$ cat config.mk
export PLATFORM = sky130hd
export DESIGN_NAME = mips_multicycle_ctrl_flat
export DESIGN_NICKNAME = d
export VERILOG_FILES = /design/src/rtl/mips_multicycle_ctrl_pkg.sv /design/src/rtl/mips_multicycle_ctrl_if.sv /design/src/rtl/mips_multicycle_ctrl_decode.sv /design/src/rtl/mips_multicycle_ctrl.sv /design/src/flat_wrapper.sv
export SDC_FILE = /design/constraint.sdc
export NUM_CORES = 1
export LEC_CHECK = 0
export CORE_UTILIZATION = 38
export CTS_CLUSTER_DIAMETER = 50
export DETAILED_ROUTE_END_ITERATION = 8
export PLACE_DENSITY_LB_ADDON = 0.15
export SYNTH_ARGS = -nofsm -noshare
export SYNTH_HDL_FRONTEND = slang
export SYNTH_SLANG_ARGS = --single-unit
$ cat constraint.sdc
create_clock -name clk -period 1.8 [get_ports clk]
set_input_delay 0.36 -clock clk [delete_from_list [all_inputs] [get_ports clk]]
set_output_delay 0.36 -clock clk [all_outputs]
set_load 0.01 [all_outputs]
$ cat src/rtl/mips_multicycle_ctrl_pkg.sv
`default_nettype none
// ============================================================================
//  Module   : mips_pkg
//  Purpose  : Shared state, opcode and control-word definitions for the
//             multicycle MIPS main control FSM and ALU control.
//  Revision : 1.0 - initial release
// ============================================================================
package mips_pkg;

    typedef enum logic [3:0] {
        S_FETCH   = 4'd0,
        S_DECODE  = 4'd1,
        S_MEMADR  = 4'd2,
        S_MEMRD   = 4'd3,
        S_MEMWB   = 4'd4,
        S_MEMWR   = 4'd5,
        S_EXECUTE = 4'd6,
        S_ALUWB   = 4'd7,
        S_BRANCH  = 4'd8,
        S_ADDIEX  = 4'd9,
        S_ADDIWB  = 4'd10,
        S_JUMP    = 4'd11
    } state_t;

    localparam logic [5:0] OP_RTYPE = 6'b000000;
    localparam logic [5:0] OP_LW    = 6'b100011;
    localparam logic [5:0] OP_SW    = 6'b101011;
    localparam logic [5:0] OP_BEQ   = 6'b000100;
    localparam logic [5:0] OP_ADDI  = 6'b001000;
    localparam logic [5:0] OP_J     = 6'b000010;

    localparam logic [1:0] ALU_OP_ADD   = 2'b00;
    localparam logic [1:0] ALU_OP_SUB   = 2'b01;
    localparam logic [1:0] ALU_OP_FUNCT = 2'b10;

    localparam logic [1:0] SRC_B_REG     = 2'b00;
    localparam logic [1:0] SRC_B_FOUR    = 2'b01;
    localparam logic [1:0] SRC_B_IMM     = 2'b10;
    localparam logic [1:0] SRC_B_IMM_SL2 = 2'b11;

    localparam logic [1:0] PC_SRC_ALU    = 2'b00;
    localparam logic [1:0] PC_SRC_ALUOUT = 2'b01;
    localparam logic [1:0] PC_SRC_JUMP   = 2'b10;

    typedef struct packed {
        logic       pc_write;
        logic       branch;
        logic       ir_write;
        logic       mem_write;
        logic       iord;
        logic       reg_write;
        logic       reg_dst;
        logic       mem_to_reg;
        logic       alu_src_a;
        logic [1:0] alu_src_b;
        logic [1:0] alu_op;
        logic [1:0] pc_src;
    } ctrl_t;

    localparam ctrl_t CTRL_IDLE = '0;

    function automatic logic is_legal_op(input logic [5:0] op);
        return (op == OP_RTYPE) || (op == OP_LW) || (op == OP_SW) ||
               (op == OP_BEQ)   || (op == OP_ADDI) || (op == OP_J);
    endfunction

endpackage
`default_nettype wire

$ cat src/rtl/mips_multicycle_ctrl_if.sv
`default_nettype none
// ============================================================================
//  Module   : mips_multicycle_ctrl_if
//  Purpose  : Opcode/memory handshake and datapath control bundle between the
//             main control FSM (master) and the multicycle datapath (slave).
//  Revision : 1.0 - initial release
// ============================================================================
interface mips_multicycle_ctrl_if;

    logic [5:0] opcode;
    logic       mem_ready;
    logic       pc_write;
    logic       branch;
    logic       ir_write;
    logic       mem_write;
    logic       iord;
    logic       reg_write;
    logic       reg_dst;
    logic       mem_to_reg;
    logic       alu_src_a;
    logic [1:0] alu_src_b;
    logic [1:0] alu_op;
    logic [1:0] pc_src;
    logic       illegal_op;

    modport master (
        input  opcode, mem_ready,
        output pc_write, branch, ir_write, mem_write, iord, reg_write,
               reg_dst, mem_to_reg, alu_src_a, alu_src_b, alu_op, pc_src,
               illegal_op
    );

    modport slave (
        output opcode, mem_ready,
        input  pc_write, branch, ir_write, mem_write, iord, reg_write,
               reg_dst, mem_to_reg, alu_src_a, alu_src_b, alu_op, pc_src,
               illegal_op
    );

endinterface
`default_nettype wire

$ cat src/rtl/mips_multicycle_ctrl_decode.sv
`default_nettype none
// ============================================================================
//  Module   : mips_ctrl_decode
//  Purpose  : Pure state -> control-word lookup for the multicycle MIPS FSM.
//  Revision : 1.0 - initial release
// ============================================================================
module mips_ctrl_decode
    import mips_pkg::*;
(
    input  state_t i_state,
    output ctrl_t  o_ctrl
);

    always_comb begin
        o_ctrl = CTRL_IDLE;
        case (i_state)
            // PC+4 is computed here; the top gates pc_write/ir_write with mem_ready.
            S_FETCH: begin
                o_ctrl.ir_write  = 1'b1;
                o_ctrl.pc_write  = 1'b1;
                o_ctrl.alu_src_b = SRC_B_FOUR;
                o_ctrl.alu_op    = ALU_OP_ADD;
                o_ctrl.pc_src    = PC_SRC_ALU;
            end
            S_DECODE: begin
                o_ctrl.alu_src_b = SRC_B_IMM_SL2;
                o_ctrl.alu_op    = ALU_OP_ADD;
            end
            S_MEMADR, S_ADDIEX: begin
                o_ctrl.alu_src_a = 1'b1;
                o_ctrl.alu_src_b = SRC_B_IMM;
                o_ctrl.alu_op    = ALU_OP_ADD;
            end
            S_MEMRD: begin
                o_ctrl.iord = 1'b1;
            end
            S_MEMWB: begin
                o_ctrl.mem_to_reg = 1'b1;
                o_ctrl.reg_write  = 1'b1;
            end
            S_MEMWR: begin
                o_ctrl.iord      = 1'b1;
                o_ctrl.mem_write = 1'b1;
            end
            S_EXECUTE: begin
                o_ctrl.alu_src_a = 1'b1;
                o_ctrl.alu_src_b = SRC_B_REG;
                o_ctrl.alu_op    = ALU_OP_FUNCT;
            end
            S_ALUWB: begin
                o_ctrl.reg_dst   = 1'b1;
                o_ctrl.reg_write = 1'b1;
            end
            S_BRANCH: begin
                o_ctrl.alu_src_a = 1'b1;
                o_ctrl.alu_src_b = SRC_B_REG;
                o_ctrl.alu_op    = ALU_OP_SUB;
                o_ctrl.pc_src    = PC_SRC_ALUOUT;
                o_ctrl.branch    = 1'b1;
            end
            S_ADDIWB: begin
                o_ctrl.reg_write = 1'b1;
            end
            S_JUMP: begin
                o_ctrl.pc_src   = PC_SRC_JUMP;
                o_ctrl.pc_write = 1'b1;
            end
            default: o_ctrl = CTRL_IDLE;
        endcase
    end

endmodule
`default_nettype wire

$ cat src/rtl/mips_multicycle_ctrl.sv
`default_nettype none
// ============================================================================
//  Module   : mips_multicycle_ctrl
//  Purpose  : Main control FSM of the multicycle MIPS core (state register,
//             next-state logic, mem_ready and reset gating of the control word).
//  Revision : 1.0 - initial release
// ============================================================================
module mips_multicycle_ctrl
    import mips_pkg::*;
(
    input  wire logic              clk,
    input  wire logic              rst_n,
    mips_multicycle_ctrl_if.master bus,
    output logic [3:0]             state_o
);

    state_t r_state;
    state_t w_next;
    ctrl_t  w_ctrl;
    ctrl_t  w_gated;
    logic   w_illegal;

    mips_ctrl_decode u_decode (
        .i_state (r_state),
        .o_ctrl  (w_ctrl)
    );

    always_ff @(posedge clk or negedge rst_n) begin
        if (!rst_n) begin
            r_state <= S_FETCH;
        end else begin
            r_state <= w_next;
        end
    end

    always_comb begin
        w_next = S_FETCH;
        case (r_state)
            S_FETCH:   w_next = bus.mem_ready ? S_DECODE : S_FETCH;
            S_DECODE: begin
                case (bus.opcode)
                    OP_LW, OP_SW: w_next = S_MEMADR;
                    OP_RTYPE:     w_next = S_EXECUTE;
                    OP_BEQ:       w_next = S_BRANCH;
                    OP_ADDI:      w_next = S_ADDIEX;
                    OP_J:         w_next = S_JUMP;
                    default:      w_next = S_FETCH;
                endcase
            end
            S_MEMADR:  w_next = (bus.opcode == OP_LW) ? S_MEMRD : S_MEMWR;
            S_MEMRD:   w_next = bus.mem_ready ? S_MEMWB : S_MEMRD;
            S_MEMWR:   w_next = bus.mem_ready ? S_FETCH : S_MEMWR;
            S_EXECUTE: w_next = S_ALUWB;
            S_ADDIEX:  w_next = S_ADDIWB;
            default:   w_next = S_FETCH;
        endcase
    end

    // Everything is forced low while rst_n is asserted so no write survives reset.
    always_comb begin
        w_gated = CTRL_IDLE;
        if (rst_n) begin
            w_gated = w_ctrl;
            if (r_state == S_FETCH) begin
                w_gated.pc_write = bus.mem_ready;
                w_gated.ir_write = bus.mem_ready;
            end
        end
    end

    assign w_illegal = rst_n && (r_state == S_DECODE) && !is_legal_op(bus.opcode);

    assign bus.pc_write   = w_gated.pc_write;
    assign bus.branch     = w_gated.branch;
    assign bus.ir_write   = w_gated.ir_write;
    assign bus.mem_write  = w_gated.mem_write;
    assign bus.iord       = w_gated.iord;
    assign bus.reg_write  = w_gated.reg_write;
    assign bus.reg_dst    = w_gated.reg_dst;
    assign bus.mem_to_reg = w_gated.mem_to_reg;
    assign bus.alu_src_a  = w_gated.alu_src_a;
    assign bus.alu_src_b  = w_gated.alu_src_b;
    assign bus.alu_op     = w_gated.alu_op;
    assign bus.pc_src     = w_gated.pc_src;
    assign bus.illegal_op = w_illegal;
    assign state_o        = r_state;

endmodule
`default_nettype wire
$ cat src/flat_wrapper.sv
// flat-port wrapper written by rule: the top's interface ports become plain ports
module mips_multicycle_ctrl_flat import mips_pkg::*;
  (clk, rst_n, state_o, bus_opcode, bus_mem_ready, bus_pc_write, bus_branch, bus_ir_write, bus_mem_write, bus_iord, bus_reg_write, bus_reg_dst, bus_mem_to_reg, bus_alu_src_a, bus_alu_src_b, bus_alu_op, bus_pc_src, bus_illegal_op);
  mips_multicycle_ctrl_if bus_i ();
  input  wire logic clk;
  input  wire logic rst_n;
  output logic [3:0] state_o;
  input wire logic [$bits(bus_i.opcode)-1:0] bus_opcode;
  input wire logic [$bits(bus_i.mem_ready)-1:0] bus_mem_ready;
  output wire logic [$bits(bus_i.pc_write)-1:0] bus_pc_write;
  output wire logic [$bits(bus_i.branch)-1:0] bus_branch;
  output wire logic [$bits(bus_i.ir_write)-1:0] bus_ir_write;
  output wire logic [$bits(bus_i.mem_write)-1:0] bus_mem_write;
  output wire logic [$bits(bus_i.iord)-1:0] bus_iord;
  output wire logic [$bits(bus_i.reg_write)-1:0] bus_reg_write;
  output wire logic [$bits(bus_i.reg_dst)-1:0] bus_reg_dst;
  output wire logic [$bits(bus_i.mem_to_reg)-1:0] bus_mem_to_reg;
  output wire logic [$bits(bus_i.alu_src_a)-1:0] bus_alu_src_a;
  output wire logic [$bits(bus_i.alu_src_b)-1:0] bus_alu_src_b;
  output wire logic [$bits(bus_i.alu_op)-1:0] bus_alu_op;
  output wire logic [$bits(bus_i.pc_src)-1:0] bus_pc_src;
  output wire logic [$bits(bus_i.illegal_op)-1:0] bus_illegal_op;
  assign bus_i.opcode = bus_opcode;
  assign bus_i.mem_ready = bus_mem_ready;
  assign bus_pc_write = bus_i.pc_write;
  assign bus_branch = bus_i.branch;
  assign bus_ir_write = bus_i.ir_write;
  assign bus_mem_write = bus_i.mem_write;
  assign bus_iord = bus_i.iord;
  assign bus_reg_write = bus_i.reg_write;
  assign bus_reg_dst = bus_i.reg_dst;
  assign bus_mem_to_reg = bus_i.mem_to_reg;
  assign bus_alu_src_a = bus_i.alu_src_a;
  assign bus_alu_src_b = bus_i.alu_src_b;
  assign bus_alu_op = bus_i.alu_op;
  assign bus_pc_src = bus_i.pc_src;
  assign bus_illegal_op = bus_i.illegal_op;
  mips_multicycle_ctrl u_core (.clk(clk), .rst_n(rst_n), .bus(bus_i), .state_o(state_o));
endmodule
==> run_results.csv, run 1 <==
group,metric,value,unit
status,status,"finished with violations",
status,violations,"setup timing",
synthesis,ys_seq_area_share,17.5,%
global_routing,antenna_found_initial,0,
sta,slew_violations,0,
placed_design,place_congestion,0.900,
drt,via_count,1070,
synthesis,async_flop_share,100,%
clock_tree,clk_pin_slew_worst_paths,0.06,ns
synthesis,synth_enable_flop_cells,0,
setup_path,crit_chain,"buf_6, inv_2, nand3_4, nor2_4, clkdlybuf4s15_1",
synthesis,synthTopCellsByArea,"dfrtp_1, nor3_1, nand2_1",
sta,rsz0062_at_grt,"yes",
power_and_ir_drop,power_frac_seq,17.7,%
global_routing,grtUsageTotal,39.5,%
power_and_ir_drop,power_density,607,nW/um^2
synthesis,yosysWarnings,0,
clock_tree,cts_hold_buf,0,
synthesis,synth-main-ff-cell,"dfrtp_1",
drt,routedWlPerCell,19.4,um
clock_tree,clockBufferDepth,2,
cells_and_area,drive_gt1_share,59.7,%
setup_path,path_delay_family,"buffers and inverters",
setup_path,worstSetupPathType,"flip-flop to output pin",
synthesis,synth_area_leader_cell,"dfrtp_1",
synthesis,yosysUniqueCellTypes,33,
placed_design,io_buffers,28,
synthesis,synth_nets,88,
cells_and_area,fin_nets,160,
synthesis,synth_seq_cells,4,
global_routing,grt_max_degree,12,
clock_tree,cts_tree,"done",
power_and_ir_drop,p_int,0.423,mW
drt,postRouteAntennaNets,0,
clock_tree,numCtsBuffers,3,
worst_hold_path,hp-class,"input pin to asynchronous set/reset pin",
power_and_ir_drop,swShare,43.1,%
die,die_w,40.8,um
sta,fin_crit,1.82,ns
sta,setup_tns,-0.0309,ns
power_and_ir_drop,net-switching-power,0.321,mW
clock_tree,cts-root-buf,"clkbuf_4",
drt,wirelength,3.19,mm
synthesis,syn-cell-area,571,sq um
die,dieArea,1660,sq um
power_and_ir_drop,pwr-share-clk,18.0,%
die,core-area,1350,sq um
drt,drc,0,
power_and_ir_drop,total_power,0.744,mW
sta,fmax,549,MHz
global_routing,grt_pass1_wl,4.13,mm
setup_path,endpoint_kind,"output pin",
sta,tightest_slew,0.359,ns
placed_design,dpl.hpwl,1.64,mm
setup_path,cp_max_fo,5,
sta,setup_ws,-0.0212,ns
sta,max_slew_margin,75.9,%
cells_and_area,antenna-diode-count,0,
drt,post_drt_via_cell_ratio,6.52,
global_routing,grt_pass1_vias,855,
clock_tree,htreeDepth,1,
setup_path,crit_arrival,1.46,ns
cells_and_area,largest_register_ffs,4,
power_and_ir_drop,ir_drop,0.369,mV
global_routing,gr-total-overflow,0,
power_and_ir_drop,p_leak,0.579,nW
synthesis,synth_top_area_share,17.5,%
setup_path,critical_path_buf_inv_count,3,
setup_path,cp_slowest_cell,"dfrtp_2",
synthesis,synth_commonest_cells,"nand2_1, nor2_1, nor3_1, nand4_1",
placed_design,pre_cts_slack,-0.571,ns
drt,drt_iter0_markers,63,
setup_path,critPathMaxStageDelay,0.45,ns
die,io_pins,29,
die,start_util,42.3,%
setup_path,reg2reg_slack,0.38,ns
sta,hold_violations,0,
sta,fin_crit_sh,101,%
die,rows,13,
synthesis,syn_area_per_cell,7.22,sq um
flow_run,cap_viol_max_count,0,
clock_tree,clkSinkCount,4,
sta,clock_skew,0.0168,ns
die,die_h,40.8,um
drt,firstDrtPassIters,4,
cells_and_area,area_growth,115,%
synthesis,synth.most_common_cell,"nand2_1",
sta,finalSetupViolCount,3,
setup_path,critPathRequiredTime,1.44,ns
power_and_ir_drop,power_frac_comb,64.3,%
synthesis,synth_cells,79,
sta,hold_ws,0.0266,ns
setup_path,startpoint_type,"flip-flop",
clock_tree,clk_latency,0.26,ns
-- final cells by class --
class | instances | area [sq um]
Fill cell | 65 | 125
Timing Repair Buffer | 74 | 552
Sequential cell | 4 | 105
Tap cell | 15 | 18.8
Clock buffer | 3 | 22.5
Multi-Input combinational cell | 67 | 523
Inverter | 1 | 3.75
-- final timing paths --
path / from / endpoint / cells past startpoint
setup reg to reg: u_core.state_o[0] / u_core.state_o[0] / 5
min in group clk: bus_opcode[5] / u_core.state_o[0] / 5
hold reg to reg: u_core.state_o[3] / u_core.state_o[0] / 3
setup / recovery: u_core.state_o[3] / bus_reg_dst / 5
max in group asynchronous: rst_n / u_core.state_o[1] / 2
hold / removal: rst_n / u_core.state_o[3] / 1
-- cells by family after synthesis --
family | count (synthesis) | share of synthesized area [%]
AND/OR/NAND/NOR | 49 | 50.4
AO/OA/AOI/OAI | 15 | 18.6
XOR/XNOR | 3 | 4.61
flip-flops | 4 | 17.5
buffers and inverters | 8 | 8.77
-- power groups by stage --
stage               sequential (mW)  combinational [mW]  clock [mW]
global placement              0.135               0.372           0
global route                  0.135               0.505       0.129
finish                        0.132               0.478       0.134
detailed placement            0.136               0.382           0
CTS                           0.139               0.399       0.119
floorplan                     0.118               0.190           0
-- metrics by stage --
| stage | cells | util [%] | cell area (sq um) |
|---|---|---|---|
| floorplan | 79 | - | 571 |
| global placement | 146 | 78.2 | 1060 |
| detailed placement | 146 | 78.2 | 1060 |
| CTS | 161 | 88.2 | 1190 |
| global route | 164 | 90.7 | 1220 |
| finish | 164 | 90.7 | 1220 |
-- layout by cell type, fill, tap and decap left out, types with 3 or more instances in the layout --
cell,Yosys,routed
dfrtp_2,0,4
buf_4,2,45
clkdlybuf4s15_1,0,3
nor2_1,8,7
clkbuf_2,0,9
clkbuf_4,0,3
nor3_1,8,4
nand4_1,5,5
clkdlybuf4s50_1,0,4
a21oi_1,3,3
nor3_2,0,3
buf_2,4,7
o211ai_1,3,3
nand2_1,9,7
-- routing by layer --
layer / wire [um] / vias up / track usage, %
li1: - / 440 / -
met1: 1040 / 467 / 42.2
met2: 1500 / 122 / 70.6
met3: 410 / 41 / 9.24
met4: 234 / 0 / 21.7
met5: 0 / - / 0
-- timing repair --
| item | CTS | global route |
|---|---|---|
| resized for setup | 62 | 42 |
| pin swaps | 5 | 6 |
| setup endpoints to repair | 17 | 18 |
| setup buffers | 12 | 3 |
(Power assumes the default switching activity.)
==> inputs of run 2 (changes only) <==
- ABC_CLOCK_PERIOD_IN_PS: unset -> 1800
- CTS_CLUSTER_DIAMETER: 50 -> 60
==> results of run 2 <==
Same layout as run 1: the final DEF is identical, and so are final timing and power.
